File: src/rtl/ecc_scb_pkg.sv
// ecc_scb_pkg: shared types and constants for the ECC result scoreboard.
//   scb_state_t   - checker FSM states
//   ERR_*         - bit positions inside err_flags
//   REG_*         - APB register offsets of the ECC encoder/decoder
//   gm_entry_t    - one golden-model result as held in the result queue
package ecc_scb_pkg;

    typedef enum logic [1:0] {
        IDLE  = 2'd0,
        WAIT  = 2'd1,
        CHECK = 2'd2
    } scb_state_t;

    localparam int ERR_MISMATCH  = 0;
    localparam int ERR_TIMING    = 1;   // timeout, early done, or done with no op
    localparam int ERR_OVERFLOW  = 2;
    localparam int ERR_UNDERFLOW = 3;
    localparam int ERR_OVERLAP   = 4;
    localparam int ERR_PRDATA    = 5;
    localparam int ERR_W         = 6;

    localparam logic [3:0] REG_CTRL     = 4'h0;
    localparam logic [3:0] REG_DATA     = 4'h4;
    localparam logic [3:0] REG_CW_WIDTH = 4'h8;
    localparam logic [3:0] REG_NOISE    = 4'hC;

    // Data field sized for the widest supported DATA_WIDTH; narrower results
    // are zero-extended on entry, and the constant upper bits synthesise away.
    localparam int GM_DATA_MAX = 64;

    typedef struct packed {
        logic [GM_DATA_MAX-1:0] data;
        logic [1:0]             nerr;
    } gm_entry_t;

endpackage

File: src/rtl/ecc_scb_fifo.sv
// ecc_scb_fifo: synchronous FIFO holding golden results until their check.
//   clk, rst (async, active-low)
//   push/din   - write; ignored when full unless a pop happens in the same cycle
//   pop/dout   - read head (dout is the head, valid while !empty); ignored when empty
//   full/empty - occupancy status
module ecc_scb_fifo #(
    parameter int W     = 8,
    parameter int DEPTH = 4
) (
    input  logic         clk,
    input  logic         rst,
    input  logic         push,
    input  logic [W-1:0] din,
    input  logic         pop,
    output logic [W-1:0] dout,
    output logic         full,
    output logic         empty
);
    localparam int AW = $clog2(DEPTH);

    logic [W-1:0]  mem [DEPTH];
    logic [AW-1:0] wr_ptr, rd_ptr;
    logic [AW:0]   count;
    logic          do_push, do_pop;

    assign full    = (count == (AW+1)'(DEPTH));
    assign empty   = (count == '0);
    assign do_pop  = pop & ~empty;
    // A pop in the same cycle frees the slot, so a full FIFO still accepts.
    assign do_push = push & (~full | do_pop);
    assign dout    = mem[rd_ptr];

    always_ff @(posedge clk or negedge rst) begin
        if (!rst) begin
            wr_ptr <= '0;
            rd_ptr <= '0;
            count  <= '0;
        end else begin
            if (do_push) wr_ptr <= wr_ptr + 1'b1;
            if (do_pop)  rd_ptr <= rd_ptr + 1'b1;
            if (do_push && !do_pop)      count <= count + 1'b1;
            else if (do_pop && !do_push) count <= count - 1'b1;
        end
    end

    // Storage needs no reset: occupancy is tracked by count alone.
    always_ff @(posedge clk) begin
        if (do_push) mem[wr_ptr] <= din;
    end

endmodule

File: src/rtl/ecc_result_scoreboard.sv
// ecc_result_scoreboard: run-time checker for the APB ECC encoder/decoder.
// Queues golden results, times each op from the CTRL write to the rise of
// operation_done, and compares DUT results in order.
//   clk, rst (async, active-low)
//   PADDR/PWDATA/PENABLE/PSEL/PWRITE/PRDATA - snooped APB bus
//   data_out/operation_done/num_of_errors   - DUT result
//   gm_valid/gm_data_out/gm_num_of_errors   - golden result push
//   err_flags     - sticky {prdata,overlap,underflow,overflow,timing,mismatch}
//   checked_count - ops compared (saturating)
//   error_count   - error events (saturating)
//   busy          - an op is being timed or checked
// Optional: define ECC_SCB_PRDATA_CHECK_EN to shadow APB writes and check
// read data against them; otherwise err_flags[5] is always 0.
module ecc_result_scoreboard
    import ecc_scb_pkg::*;
#(
    parameter int DATA_WIDTH      = 32,
    parameter int AMBA_ADDR_WIDTH = 20,
    parameter int AMBA_WORD       = 32,
    parameter int FIFO_DEPTH      = 4,
    parameter int MIN_LAT         = 1,
    parameter int MAX_LAT         = 8,
    parameter int CNT_WIDTH       = 16
) (
    input  logic                       clk,
    input  logic                       rst,
    input  logic [AMBA_ADDR_WIDTH-1:0] PADDR,
    input  logic [AMBA_WORD-1:0]       PWDATA,
    input  logic                       PENABLE,
    input  logic                       PSEL,
    input  logic                       PWRITE,
    input  logic [AMBA_WORD-1:0]       PRDATA,
    input  logic [DATA_WIDTH-1:0]      data_out,
    input  logic                       operation_done,
    input  logic [1:0]                 num_of_errors,
    input  logic                       gm_valid,
    input  logic [DATA_WIDTH-1:0]      gm_data_out,
    input  logic [1:0]                 gm_num_of_errors,
    output logic [ERR_W-1:0]           err_flags,
    output logic [CNT_WIDTH-1:0]       checked_count,
    output logic [CNT_WIDTH-1:0]       error_count,
    output logic                       busy
);
    // One spare count so the leaving-state increment past MAX_LAT fits.
    localparam int TW = $clog2(MAX_LAT + 2);

    scb_state_t            state, state_d;
    logic [TW-1:0]         timer, timer_d;
    logic                  done_q, done_rise, start;
    logic [DATA_WIDTH-1:0] smp_data;
    logic [1:0]            smp_nerr;
    logic [ERR_W-1:0]      ev;
    logic [2:0]            ev_sum;
    logic [CNT_WIDTH:0]    err_sum;
    logic                  chk_inc, prdata_ev, unused_pins;
    gm_entry_t             gm_in, head;
    logic                  fifo_full, fifo_empty, fifo_pop;

    assign start     = PSEL & PENABLE & PWRITE & (PADDR[3:0] == REG_CTRL);
    assign done_rise = operation_done & ~done_q;
    assign busy      = (state != IDLE);
    assign fifo_pop  = (state == CHECK);
    assign chk_inc   = (state == CHECK) & ~fifo_empty;
    assign gm_in     = '{data: GM_DATA_MAX'(gm_data_out), nerr: gm_num_of_errors};

    ecc_scb_fifo #(.W($bits(gm_entry_t)), .DEPTH(FIFO_DEPTH)) u_fifo (
        .clk   (clk),
        .rst   (rst),
        .push  (gm_valid),
        .din   (gm_in),
        .pop   (fifo_pop),
        .dout  (head),
        .full  (fifo_full),
        .empty (fifo_empty)
    );

`ifdef ECC_SCB_PRDATA_CHECK_EN
    logic [AMBA_WORD-1:0] shadow [4];
    logic                 rd_acc;

    assign rd_acc = PSEL & PENABLE & ~PWRITE & (PADDR[1:0] == 2'b00);

    always_ff @(posedge clk or negedge rst) begin
        if (!rst) begin
            for (int i = 0; i < 4; i++) shadow[i] <= '0;
        end else if (PSEL && PENABLE && PWRITE) begin
            shadow[PADDR[3:2]] <= PWDATA;
        end
    end

    assign prdata_ev   = rd_acc & (PRDATA != shadow[PADDR[3:2]]);
    assign unused_pins = ^PADDR[AMBA_ADDR_WIDTH-1:4];
`else
    assign prdata_ev   = 1'b0;
    assign unused_pins = ^{PADDR[AMBA_ADDR_WIDTH-1:4], PWDATA, PRDATA};
`endif

    always_comb begin
        state_d = state;
        timer_d = timer;
        ev      = '0;
        case (state)
            IDLE: begin
                // A done with no op in flight is a timing error; it wins over
                // a coincident start.
                if (done_rise) begin
                    ev[ERR_TIMING] = 1'b1;
                end else if (start) begin
                    state_d = WAIT;
                    timer_d = '0;
                end
            end
            WAIT: begin
                timer_d = timer + 1'b1;
                // A second start is reported but the op keeps its first timing.
                if (start) ev[ERR_OVERLAP] = 1'b1;
                if (done_rise) begin
                    if (timer < TW'(MIN_LAT)) ev[ERR_TIMING] = 1'b1;
                    state_d = CHECK;
                end else if (timer == TW'(MAX_LAT)) begin
                    ev[ERR_TIMING] = 1'b1;
                    state_d = IDLE;
                end
            end
            CHECK: begin
                if (fifo_empty) begin
                    ev[ERR_UNDERFLOW] = 1'b1;
                end else if (head.nerr != smp_nerr ||
                             (smp_nerr != 2'd2 && head.data != GM_DATA_MAX'(smp_data))) begin
                    // Data is meaningless for an uncorrectable (2-error) result.
                    ev[ERR_MISMATCH] = 1'b1;
                end
                timer_d = '0;
                state_d = start ? WAIT : IDLE;
            end
            default: state_d = IDLE;
        endcase
        ev[ERR_OVERFLOW] = gm_valid & fifo_full & ~fifo_pop;
        ev[ERR_PRDATA]   = prdata_ev;
    end

    assign ev_sum  = 3'($countones(ev));
    assign err_sum = {1'b0, error_count} + (CNT_WIDTH+1)'(ev_sum);

    always_ff @(posedge clk or negedge rst) begin
        if (!rst) begin
            state         <= IDLE;
            timer         <= '0;
            done_q        <= 1'b0;
            smp_data      <= '0;
            smp_nerr      <= '0;
            err_flags     <= '0;
            checked_count <= '0;
            error_count   <= '0;
        end else begin
            state  <= state_d;
            timer  <= timer_d;
            done_q <= operation_done;
            if (done_rise) begin
                smp_data <= data_out;
                smp_nerr <= num_of_errors;
            end
            err_flags <= err_flags | ev;
            if (chk_inc && checked_count != '1) checked_count <= checked_count + 1'b1;
            error_count <= err_sum[CNT_WIDTH] ? '1 : err_sum[CNT_WIDTH-1:0];
        end
    end

endmodule
File: config.mk
export PLATFORM = sky130hd
export DESIGN_NAME = ecc_result_scoreboard
export DESIGN_NICKNAME = d
export VERILOG_FILES = /design/src/rtl/ecc_scb_pkg.sv /design/src/rtl/ecc_scb_fifo.sv /design/src/rtl/ecc_result_scoreboard.sv
export SDC_FILE = /design/constraint.sdc
export NUM_CORES = 1
export LEC_CHECK = 0
export CAP_MARGIN = 20
export CORE_ASPECT_RATIO = 1.4
export CORE_MARGIN = 2
export CORE_UTILIZATION = 45
export DETAILED_ROUTE_END_ITERATION = 16
export MAX_ROUTING_LAYER = met4
export PLACE_DENSITY_LB_ADDON = 0.12
export SLEW_MARGIN = 20
export SYNTH_ARGS = -nofsm -noshare
export SYNTH_HDL_FRONTEND = slang
export SYNTH_SLANG_ARGS = --single-unit
export TNS_END_PERCENT = 50
File: constraint.sdc
create_clock -name clk -period 7.4 [get_ports clk]
set_clock_uncertainty 0.1 [all_clocks]
set_input_delay 1.11 -clock clk [delete_from_list [all_inputs] [get_ports clk]]
set_output_delay 1.11 -clock clk [all_outputs]
set_load 0.05 [all_outputs]
# Word level (Yosys, flattened, before mapping)
# Memory sizes are Yosys's and may differ from the RTL's.
# Cells that the tools add are included.
[word_totals]
regBits = 86
mem_bits_rw = 136
in_bits = 159
output_inout_bits = 39
mem_count = 1
[classes]
add_sub_neg = 11
order_cmp = 1
n_eq_ne = 11
muxes = 26
bitwise = 14
n_reduce_logical = 15
[mem_list]
columns = ["name", "words", "word_bits", "rd", "rd_ports_with_merged_regs", "write_ports", "line", "text"]
rows = [
  ["u_fifo.mem", 4, 34, 1, 0, 1, "ecc_scb_fifo.sv:21", "logic [W-1:0] mem [DEPTH];"],
]
[ops]
columns = ["op", "count"]
rows = [
  ["$ne 64x32->1", 1],
  ["$add 16x3->17", 1],
  ["$add 16x1->16 const B", 1],
  ["$mux 16", 1],
  ["$ne 16x16->1 const B", 1],
  ["$mux 1", 14],
  ["$pmux 4 s3", 1],
  ["$and 1x1->1", 8],
  ["$mux 2", 4],
  ["$mux 4", 2],
  ["$mux 3", 2],
  ["$ne 2x2->1 const B", 3],
  ["$or 6x5->6", 1],
  ["$pmux 2 s3", 1],
  ["$reduce_and 3->1", 2],
  ["$add 1x1->2", 2],
  ["$add 2x1->2 const B", 2],
  ["$add 4x1->4 const B", 1],
  ["$eq 4x4->1 const B", 1],
  ["$logic_and 1x1->1", 4],
  ["$logic_not 4->1", 1],
  ["$lt 4x1->1 const B", 1],
  ["$not 1->1", 4],
  ["$reduce_bool 2->1", 2],
  ["16 further kinds", 17],
]

# Depth between registers and ports, before layout
# Gate-level depths: netlist (run 1).
# An unclocked memory read counts as a cell.
[depth]
word_depth = 12
mapped_depth = 19
ltp_nobuf = 16

# By module
# Synthesis (run 1) repeated with hierarchy kept, for this count alone.
[hier_totals]
cells_unflattened = 783
area_unflattened_um2 = 13877.1
[modules_own_cells]
columns = ["mod", "instances", "cells_per_inst", "area_each_um2"]
rows = [
  ["ecc_scb_fifo", 1, 380, 9965.8],
  ["ecc_result_scoreboard", 1, 403, 3911.3],
]

# Least setup slack after synthesis (run 1)
# OpenSTA, ideal clock, no wires.
[synth_timing]
kind = "register to register"
from = "reg u_fifo.rd_ptr[0]"
to = "reg error_count[11]"
arrival_ns = 4.664
required_ns = 7.158
setup_slack_ns = 2.494
stages_incl_launch_ff = 19
period_less_slack_ns = 4.906
cell_sequence = "dfrtp_1 -> buf_6 -> buf_2 -> mux4_2 -> xor2_1 -> nor4_1 -> nand3_1 -> o21a_1 -> fa_1 -> fa_1 -> ha_1 -> fa_1 -> a21o_1 -> nand2b_1 -> nor3_1 -> and3_1 -> nand3_1 -> clkbuf_1 -> o21ai_0"
[synth_via]
elab_chain_cells = 12
[synth_lines]
columns = ["element", "line", "text"]
rows = [
  ["start: declaration", "ecc_scb_fifo.sv:22", "logic [AW-1:0] wr_ptr, rd_ptr;"],
  ["start signal: assignment", "ecc_scb_fifo.sv:40", "if (do_pop) rd_ptr <= rd_ptr + 1'b1;"],
  ["$mem_v2 4x34 (*)", "n/a", ""],
  ["$ne 64x32->1", "ecc_result_scoreboard.sv:129", "(smp_nerr != 2'd2 && head.data != GM_DATA_MAX'(smp_data))) begin"],
  ["$logic_and 1x1->1", "ecc_result_scoreboard.sv:129", ""],
  ["$logic_or 1x1->1 (*)", "ecc_result_scoreboard.sv:128", "end else if (head.nerr != smp_nerr ||"],
  ["$mux 1 (*)", "ecc_result_scoreboard.sv:128", ""],
  ["$mux 1 (*)", "ecc_result_scoreboard.sv:126", "if (fifo_empty) begin"],
  ["$mux 1 (*)", "ecc_result_scoreboard.sv:102", "case (state)"],
  ["$add 1x1->2 (implied by the code) (*)", "ecc_result_scoreboard.sv:142", "assign ev_sum = 3'($countones(ev));"],
  ["$add 2x2->3 (implied by the code) (*)", "ecc_result_scoreboard.sv:142", ""],
  ["$add 3x1->3 (implied by the code) (*)", "ecc_result_scoreboard.sv:142", ""],
  ["$add 16x3->17 (*)", "ecc_result_scoreboard.sv:143", "assign err_sum = {1'b0, error_count} + (CNT_WIDTH+1)'(ev_sum);"],
  ["$mux 16 (*)", "ecc_result_scoreboard.sv:165", "error_count <= err_sum[CNT_WIDTH] ? '1 : err_sum[CNT_WIDTH-1:0];"],
  ["end signal: assignment", "ecc_result_scoreboard.sv:165", ""],
  ["end: declaration", "ecc_result_scoreboard.sv:41", "output logic [CNT_WIDTH-1:0] error_count,"],
]
# Mark *: on every way between the ends. The rest lies on a longest branch, timed or not.
# A chain may end at the register's enable or synchronous reset.

# Final worst setup path (run 1)
# Same ends and word-level chain as after synthesis.

==> summary.md, run 1 <==
| Metric | Value |
|---|---|
| Clock root cell | `clkbuf_16` |
| Reg2Reg Capture Point | `error_count[11]` |
| Crit path time final | `6043 ps` |
| CTS resizes | `0` |
| CTS buffer count | `23` |
| Iter 0 DRT Violations | `277` |
| Hold path start | `err_flags[1]` |
| DRT Pass-1 Iters | `6` |
| Diode count | `0` |
| CTS H-tree lvls | `1` |
| Worst Tran Pin Value | `1050 ps` |
| Die Y-Extent | `172.7 um` |
| Worst EP arrival | `6360 ps` |
| DRT antenna net count | `0` |
| FF-to-FF setup slack | `1360 ps` |
| Hold WC Path Type | `reg -> reg` |
| First-pass GRT wire length | `29640 um` |
| Hold buffers post-CTS | `0` |
| CP top delay family | `simple AND/OR/NAND/NOR gates` |
| Crit Path Category | `reg -> reg` |
| Most common cell in the netlist | `edfxtp_1` |
| Synth Area in Adders | `0.02517` |
| Die area | `0.02149 mm^2` |
| Setup TNS Final | `0 ps` |
| Nets | `916` |
| Period utilisation layout | `0.8166` |
| Post-synthesis simple-gate area fraction | `0.1055` |
| Top-area cell type share of the netlist area | `0.4466` |
| Die width | `124.5 um` |
| Max Fanout on Critical Path | `15` |
| Number of global-route vias before repair | `5663` |
| Critical path's slowest cell | `dfrtp_2` |
| Worst hold stages | `1` |
| Critical path data required time | `7720 ps` |
| Synth Flop Type | `edfxtp_1` |
| Detailed placement HPWL | `11750 um` |
| CTS max path bufs | `3` |
| Reg2Reg Launch Point | `u_fifo.rd_ptr[0]` |
| Largest stage delay, worst path | `670 ps` |
| Post-synth EDFFs | `136` |
| Gpl congestion | `0.7497` |
| Synth unique cells | `40` |
| Critical Path End Type | `flop` |
| Layout cells sized above 1 | `0.1016` |
| Final Hold Viols | `0` |
| Vias/cell | `5.207` |
| Largest net degree at the start of global routing | `57` |
| Critical path cell sequence | `buf_4, mux4_2, xnor2_1, nand4_1, nor4_1, nand3_1, o21a_1, fa_1, fa_1, ha_1, fa_1, a21o_1, nand2b_1, nor3_1, and3_1, nand3_1, o21ai_0` |
| WL final | `18260 um` |
| Residual DRC | `0` |
| Clk sinks | `221` |
| Max Clk Rate | `165.5 MHz` |
| Core Region | `0.01992 mm^2` |
| Outcome | `completed` |
| Post-synthesis xor/xnor area fraction | `0.05938` |
| Initial antenna violation count | `0` |
| Final setup fails | `0` |
| Cells after Synth | `614` |
| Pwr Density | `327.5 mW/mm^2` |
| Post-synthesis mux area share | `0.09372` |
| Post-synthesis compound-gate area fraction | `0.02011` |
| Post-place instance area | `0.01056 mm^2` |
| Register area share after synthesis | `0.6792` |
| WL per Instance | `18.08 um` |
| Synthesized area per cell | `14.89 um^2` |
| Row cnt | `61` |
| VDD IR-drop max | `219.3 uV` |
| Starting Density | `0.4591` |
| Top cell by count, worst path | `fa_1` |
| CTS clk-pin slew, worst paths | `60 ps` |
| Slew HR | `0.3002` |
| # fillers | `1604` |
| FFs w/ async S/R, synth | `0.3846` |
| P&R area growth vs syn | `23.53%` |
| CP Buf/Inv Count | `1` |
| IO Pins | `198` |
| CTS tree | `yes` |
| Total number of vias | `5259` |
| RSZ-0062 raised after global routing | `no` |
| Reg2Reg Depth | `17` |
| Number of port buffers | `116` |
| Grt ovf | `0` |
| Pleak | `4.338 nW` |
| Combinational family with the most area after synthesis | `simple AND/OR/NAND/NOR gates` |
| Mapped Nets | `789` |
| Util after Layout | `0.5671` |
| Post-CTS setup buffer count | `0` |
| Synth cell count leaders | `edfxtp_1, nand2_1, dfrtp_1` |
| CP Launch Type | `flop` |
| Slew Limit Fails | `0` |
| WHS | `373.4 ps` |
| Final instance area | `0.01130 mm^2` |
| Yosys warnings | `0` |
| Clk_lat worst skew | `510 ps` |
| Tot GR Track Use | `0.1774` |
| Hold EP | `err_flags[1]` |
| Max Cap Viol | `0` |
| Post-Syn Area | `0.009145 mm^2` |
| Area leader, netlist | `edfxtp_1` |
| FF+latch count, synth | `221` |
| Synth area leaders | `edfxtp_1, dfrtp_1, mux4_2, nand2_1, xnor2_1` |
stage by stage:
| step | power [mW] | worst slack, ps | std cells |
|---|---|---|---|
| global route | 3.897 | 699.5 | 1010 |
| finish | 3.700 | 1357 | 1010 |
| detailed placement | 2.641 | 1295 | 968 |
| global placement | 2.603 | 1397 | 968 |
| floorplan | 2.349 | 2494 | 614 |
| CTS | 3.755 | 1233 | 1010 |
how the worst max path moves through the flow:
| stage | start | to | slack (ps) | depth (start not counted) |
|---|---|---|---|---|
| final | u_fifo.rd_ptr[0] | error_count[11] | 1360 | 17 |
| after floorplan | u_fifo.rd_ptr[0] | error_count[11] | 2490 | 18 |
| after detailed placement | u_fifo.rd_ptr[0] | error_count[11] | 1300 | 17 |
| after global placement | u_fifo.rd_ptr[0] | error_count[0] | 1400 | 17 |
| after global routing | u_fifo.rd_ptr[0] | error_count[11] | 700 | 17 |
| after CTS | u_fifo.rd_ptr[0] | error_count[11] | 1230 | 17 |
final cells by class:
cell class              instances  area [um^2]  area share
well taps                     252        315.3     0.02791
repair buffers                122         1204      0.1065
clock buffers                  36        694.4     0.06147
clock inverters                 6        38.79    0.003433
inverters                      10        37.54    0.003323
multi-input cells             363         2795      0.2474
flip-flops and latches        221         6212      0.5499
cells in the final DEF (no fill, tap or decap), drive strengths merged, types with 2 or more instances in the layout:
cell type	netlist	layout
a21o	2	2
a21oi	7	7
a31oi	4	4
and2	4	4
and3	3	3
buf	10	7
clkbuf	10	36
clkdlybuf4s50	0	115
clkinv	0	4
dfrtp	85	85
edfxtp	136	136
fa	4	4
ha	12	12
inv	10	12
mux2	2	2
mux2i	2	2
mux4	34	34
nand2	125	125
nand2b	7	7
nand3	17	17
nand4	13	13
nor2	20	20
nor2b	5	5
nor3	7	7
nor4	9	9
o211ai	2	2
o21a	3	3
o21ai	6	6
or2	6	6
xnor2	41	41
xor2	21	21
power breakdown:
group          leakage [nW]  switching [mW]  internal [mW]
logic                  1.65           0.479          0.424
clock network         0.365           0.462          0.646
registers              2.33           0.128           1.56
total                  4.34            1.07           2.63
cells by family (layout without fill, tap and decap cells):
| family | Yosys count | count (layout) |
|---|---|---|
| simple gates | 217 | 217 |
| mux | 38 | 38 |
| flops | 221 | 221 |
| xor+xnor | 62 | 62 |
| other cells | 1 | 1 |
| buf+inv | 30 | 174 |
| compound gates | 29 | 29 |
| fa+ha+maj | 16 | 16 |
flip-flops by register name (all words and copies together), names as in the netlist, 3 cells and up:
signal	cells
u_fifo.mem	136
smp_data	32
checked_count	16
error_count	16
err_flags	5
timer	4
u_fifo.count	3
per-layer routing:
layer,global-route usage,share of wire,up-vias
li1,-,-,2475
met1,0.2174,0.40,2636
met2,0.3092,0.53,122
met3,0.02723,0.047,26
met4,0.04541,0.016,0
met5,-,0,-
worst reg2reg max path, stage by stage (launching register included):
cell      delay, ps
dfrtp_2         670
buf_4           370
mux4_2          550
xnor2_1         200
nand4_1         110
nor4_1          450
nand3_1         250
o21a_1          270
fa_1            490
fa_1            560
ha_1            200
fa_1            230
a21o_1          150
nand2b_1        100
nor3_1          410
and3_1          270
nand3_1         390
o21ai_0         200
Note: power is estimated with default switching activity, not from simulation.
==> run 2, diff against run 1 <==
==> constraint.sdc (replaced) <==
create_clock -name clk -period 6.3 [get_ports clk]
set_clock_uncertainty 0.1 [all_clocks]
set_input_delay 0.945 -clock clk [delete_from_list [all_inputs] [get_ports clk]]
set_output_delay 0.945 -clock clk [all_outputs]
set_load 0.05 [all_outputs]
==> run 2 against run 1 <==
Net effect: first-iteration DRC count decreased by 4.3%; clock-buffer cell count is 12 lower; global-route usage grew 0.19 points; cell count hardly changed; non-clock buffer count rose by 1; design area grew 0.80%; largest cell class unchanged; largest power group unchanged.
==> summary.md, run 2 (synthesis results as in run 1) <==
| Metric | Value |
|---|---|
| Outcome | `completed` |
| Internal power | `3.213 mW (+22%)` |
| Max Fanout on Critical Path | `15 (unchanged)` |
| Max Clk Rate | `176.5 MHz (+6.7%)` |
| Commonest non-fill, non-tap cell in the layout | `edfxtp_1` |
| Final Hold Viols | `0 (unchanged)` |
| # fillers | `1593 (-0.69%)` |
| Worst EP arrival | `5980 ps (-380 ps)` |
| Most frequent cells in the layout | `edfxtp_1, nand2_1, clkdlybuf4s50_1` |
| Pleak | `4.360 nW (+0.50%)` |
| WL per Instance | `17.97 um (-0.62%)` |
| DRT antenna net count | `0 (unchanged)` |
| Crit path to | `error_count[11]` |
| Grt met1 use | `0.2152 (-0.002240)` |
| Biggest regs | `u_fifo.mem x136, smp_data x32` |
| FF-to-FF setup slack | `630 ps (-720 ps)` |
| Reg2Reg Launch Point | `u_fifo.rd_ptr[0]` |
| DRT Pass-1 Iters | `4 (-2)` |
| Clk_lat worst skew | `500 ps (about the same)` |
| Diode count | `0 (unchanged)` |
| Critical path data required time | `6610 ps (-1110 ps)` |
| Nets | `916 (unchanged)` |
| CP Launch Type | `flop` |
| Die Y-Extent | `172.7 um (unchanged)` |
| Max Cap Viol | `0 (unchanged)` |
| Max FFs per register | `136 (unchanged)` |
| CTS tree | `yes` |
| Largest net degree at the start of global routing | `56 (-1.8%)` |
| Post-CTS setup buffer count | `0 (unchanged)` |
| Initial antenna violation count | `0 (unchanged)` |
| VDD IR-drop max | `245.4 uV (+12%)` |
| IO Pins | `198 (unchanged)` |
| Period utilisation layout | `0.8994 (+0.08274)` |
| Combinational cell fraction of total power | `0.241 (-0.003)` |
| RSZ-0062 raised after global routing | `no` |
| Layout cells sized above 1 | `0.1070 (+0.005418)` |
| Hold buffers post-CTS | `0 (unchanged)` |
| Vias/cell | `5.240 (+0.63%)` |
| Die width | `124.5 um (unchanged)` |
| Met2 global-route usage | `0.3160 (+0.006831)` |
| Sw frac | `0.2816 (-0.007204)` |
| Most flops, register | `u_fifo.mem` |
| Worst Tran Pin Value | `1044 ps (-5.200 ps)` |
| Setup TNS Final | `0 ps (unchanged)` |
| Core Region | `0.01992 mm^2 (unchanged)` |
| Gpl congestion | `0.7607 (+1.5%)` |
| Psw | `1.259 mW (+18%)` |
| P&R area growth vs syn | `24.52%` |
| Most used routing layer | `met2` |
| CP startpoint | `u_fifo.rd_ptr[0]` |
| Detailed placement HPWL | `11560 um (-1.6%)` |
| Critical Path End Type | `flop` |
| Final setup fails | `0 (unchanged)` |
| Reg2Reg Capture Point | `error_count[11]` |
| Number of global-route vias before repair | `5775 (+2.0%)` |
| Slew HR | `0.3037 (+0.003466)` |
| Crit path time final | `5666 ps (-377.0 ps)` |
| Starting Density | `0.4591 (unchanged)` |
| Fin worst setup slack | `633.9 ps (-723.0 ps)` |
| CTS resizes | `0 (unchanged)` |
| CTS buffer count | `22 (-4.3%)` |
| Tot GR Track Use | `0.1793 (+0.001890)` |
| Grt met3 use | `0.02939 (+0.002166)` |
| Clk sinks | `221 (unchanged)` |
| Residual DRC | `0 (unchanged)` |
| Row cnt | `61 (unchanged)` |
| Slew Limit Fails | `0 (unchanged)` |
| WL final | `18130 um (-0.72%)` |
| Seq pwr share | `0.442 (-0.014)` |
| Clock Power Share | `0.317 (+0.018)` |
| CTS clk-pin slew, worst paths | `60 ps (about the same)` |
| Clock root cell | `clkbuf_16` |
| Pwr Density | `392.7 mW/mm^2 (+20%)` |
| Dpl ws | `305.1 ps (-990.3 ps)` |
| Grt ovf | `0 (unchanged)` |
| CTS H-tree lvls | `1 (unchanged)` |
| Die area | `0.02149 mm^2 (unchanged)` |
| Hold WC Path Type | `in -> async` |
| CTS max path bufs | `3 (unchanged)` |
| First-pass GRT wire length | `29960 um (+1.1%)` |
| Total number of vias | `5287 (+0.53%)` |
| Number of port buffers | `116 (unchanged)` |
| Crit Path Category | `reg -> reg` |
| Iter 0 DRT Violations | `265 (-4.3%)` |
| Reg2Reg Depth | `17 (unchanged)` |
## run 2: worst min path at each step
stage,startpoint,slack [ps],depth (start not counted),to
2_1_floorplan,smp_data[11],370,2,smp_data[11]
3_3_place_gp,err_flags[1],350,1,err_flags[1]
3_5_place_dp,err_flags[2],360,1,err_flags[2]
4_1_cts,rst,290,1,error_count[11]
5_1_grt,rst,310,1,error_count[9]
6_report,rst,280,1,error_count[11]
## run 2: per-stage QoR
stage	util	power (mW)	instances	area, um^2	hold WS [ps]
floorplan	-	2.760	614	9145	365.5
global placement	0.5313	3.069	969	10580	353.5
detailed placement	0.5313	3.113	969	10580	358.8
CTS	0.5713	4.541	1009	11380	290.9
global route	0.5716	4.710	1009	11390	310.4
finish	0.5716	4.472	1009	11390	284.7
## run 2: power groups by stage
stage | Combinational, mW | Sequential [mW] | Clock (mW)
CTS | 1.11 | 1.98 | 1.45
floorplan | 0.702 | 2.06 | 0
global placement | 1.08 | 1.99 | 0
finish | 1.08 | 1.98 | 1.42
detailed placement | 1.10 | 2.01 | 0
global route | 1.18 | 2.01 | 1.51
## run 2: worst max-delay path: stages (launching register included)
cell and delay [ps]:
dfrtp_4 620, buf_4 250, mux4_2 520, xnor2_1 190, nand4_1 110, nor4_1 400, nand3_1 250, o21a_1 270
fa_1 490, fa_1 580, ha_1 190, fa_1 220, a21o_1 160, nand2b_1 110, nor3_1 400, and3_1 290
nand3_2 250, o21ai_0 160
## run 2: layer usage
| layer | wire length (um) | share of wire | up-vias |
|---|---|---|---|
| met5 | 0 | 0 | - |
| met4 | 323 | 0.018 | 0 |
| met3 | 862 | 0.048 | 25 |
| met2 | 9593 | 0.53 | 141 |
| met1 | 7352 | 0.41 | 2650 |
| li1 | - | - | 2471 |
## run 2: layout make-up
class / instances / area [um^2] / area share
Clock buffer: 24 / 579.3 / 0.05087
Clock inverter: 16 / 216.5 / 0.01901
Inverter: 10 / 37.54 / 0.003296
Multi-Input combinational cell: 363 / 2800 / 0.2459
Sequential cell: 221 / 6215 / 0.5458
Tap cell: 252 / 315.3 / 0.02769
Timing Repair Buffer: 123 / 1224 / 0.1075
==> variant, RTL diff (flow settings as in run 2) <==
Build with the macro `ECC_SCB_PRDATA_CHECK_EN` defined.
--- a/src/rtl/ecc_result_scoreboard.sv
+++ b/src/rtl/ecc_result_scoreboard.sv
@@ -13,2 +13,4 @@
 // read data against them; otherwise err_flags[5] is always 0.
+`define ECC_SCB_PRDATA_CHECK_EN
+
 module ecc_result_scoreboard
Formal check against the unedited RTL: not equivalent (Yosys sat finds a counterexample within 4 cycles, from zero or initial values and one cycle with rst low).
==> variant against run 2 <==
Synthesized area is 64% higher. Worst hold slack worse by 0.067 ns. Global-route usage is 1.4 points higher. Maximum frequency is 1.5% higher. Clock power is 44% higher. Worst setup slack better by 0.086 ns. First-iteration DRC count is 70% higher. Design area is 63% higher. Sequential cell count is 129 higher. Combinational power is 38% higher. Power is 47% higher. Wire length is 76% higher. Largest cell class unchanged.
==> variant: results (changes against run 2) <==
Placed design
  – Placed inst area: 17450 um2 (+65%)
  – DP Wirelength: 20870 um (+81%)
  – Placed Cells: 1596 (+65%)
  – IO Port Bufs: 181 (+56%)
  – GP Congestion: 0.7518 (-1.2%)

Logic synthesis
  – Largest cells by area after synthesis: dfrtp_1 (36%), edfxtp_1 (27%), mux2_2 (10%)
  – Post-Synth Adder-Cell Area: 0.01583 (-0.009340)
  – Syn avg cell area: 15.29 um2 (+2.6%)
  – Netlist cell types: 43 (+7.5%)
  – XOR/XNOR Fraction of Synth Area: 0.05542 (-0.003958)
  – Compound-gate portion of the synthesized area: 0.01358 (-0.006528)
  – Multiplexer share of the synthesized area: 0.1987 (+0.1050)
  – Top post-synthesis cells by count: dfrtp_1 (214), edfxtp_1 (136), mux2_2 (134)
  – Yosys reg bits: 350 (+58%)

Cells and area
  – N_diodes: 3 (+3)
  – Invs w/o clock: 13 (+3)
  – Fraction of area in multi-input gates: 0.2881 (+0.04218)
  – Buffering overhead: 0.1111 (+0.003606)
  – Multi-input gate count: 581 (+60%)
  – CLK BUF: 54 (+130%)
  – Biggest regs: u_fifo.mem: 136 flops, shadow: 128 flops, smp_data: 32 flops
  – Util after Layout: 0.5637 (-0.007927)
  – Nets@finish: 1365 (+49%)
  – Fraction of final layout cells sized beyond drive strength 1: 0.2344 (+0.1274)
  – Non-Filler Instances: 1664 (+65%)
  – Filler Cells Inserted: 2753 (+73%)
  – Buffers, non-clock: 208 (+69%)

Global route
  – Largest net degree at the start of global routing: 137 (+140%)
  – Grt met3 use: 0.03520 (+0.005808)
  – Vias in the first global route: 9231 (+60%)
  – Initial antenna violation count: 3 (+3)
  – Met2 usage: 0.3441 (+0.02803)
  – Met1 GRT Util: 0.2251 (+0.009894)
  – All-layer global routing usage: 0.1936 (+0.01426)

Clock tree
  – Htree depth: 2 (+1)
  – CTS buffer count: 36 (+64%)

Critical path
  – Critical Path Sink: error_count[14]
  – R2R depth: 15 (-2)
  – Crit Path Max Fanout: 18 (+3)
  – Worst path top cell family by delay: adder cells

Routing
  – Iteration-0 DRC Markers: 451 (+70%)
  – Metal3 WL: 1451 um (+68%)
  – Final WL: 31950 um (+76%)
  – Metal-1 WL: 13050 um (+77%)
  – Via count: 8593 (+63%)

Outcome
  – Status: finished clean

Power and ir drop
  – Worst vdd ir: 0.2173 mV (-11%)
  – LEAKAGE: 7.409 nW (+70%)
-- variant: cell count changes in the layout (fill, tap and decap cells not counted), moves of 9 or more --
cell             change
clkbuf_16           +15
clkbuf_1            +12
dfrtp_1            +129
and2_1               +9
mux4_2              +40
mux2_2             +132
buf_4               +16
clkdlybuf4s50_1     +63
xnor2_1             +34
mux4_1              -13
-- variant: power by group --
| part | internal, mW | switching (mW) |
|---|---|---|
| Sequential | 2.84 | 0.201 |
| Clock | 1.19 | 0.856 |
| Combinational | 0.766 | 0.725 |
| Total | 4.80 | 1.78 |
-- variant: worst register-to-register path: stages, from the launching register on --
cell     delay (ns)
dfrtp_2        0.37
buf_12         0.19
mux4_2         0.54
xnor2_1        0.20
nand4_1        0.13
or4_1          0.61
nor4_2         0.33
a21oi_1        0.22
fa_1           0.52
fa_1           0.52
fa_1           0.47
fa_1           0.42
a21o_1         0.21
and3_1         0.21
nand3_1        0.10
mux2_2         0.33
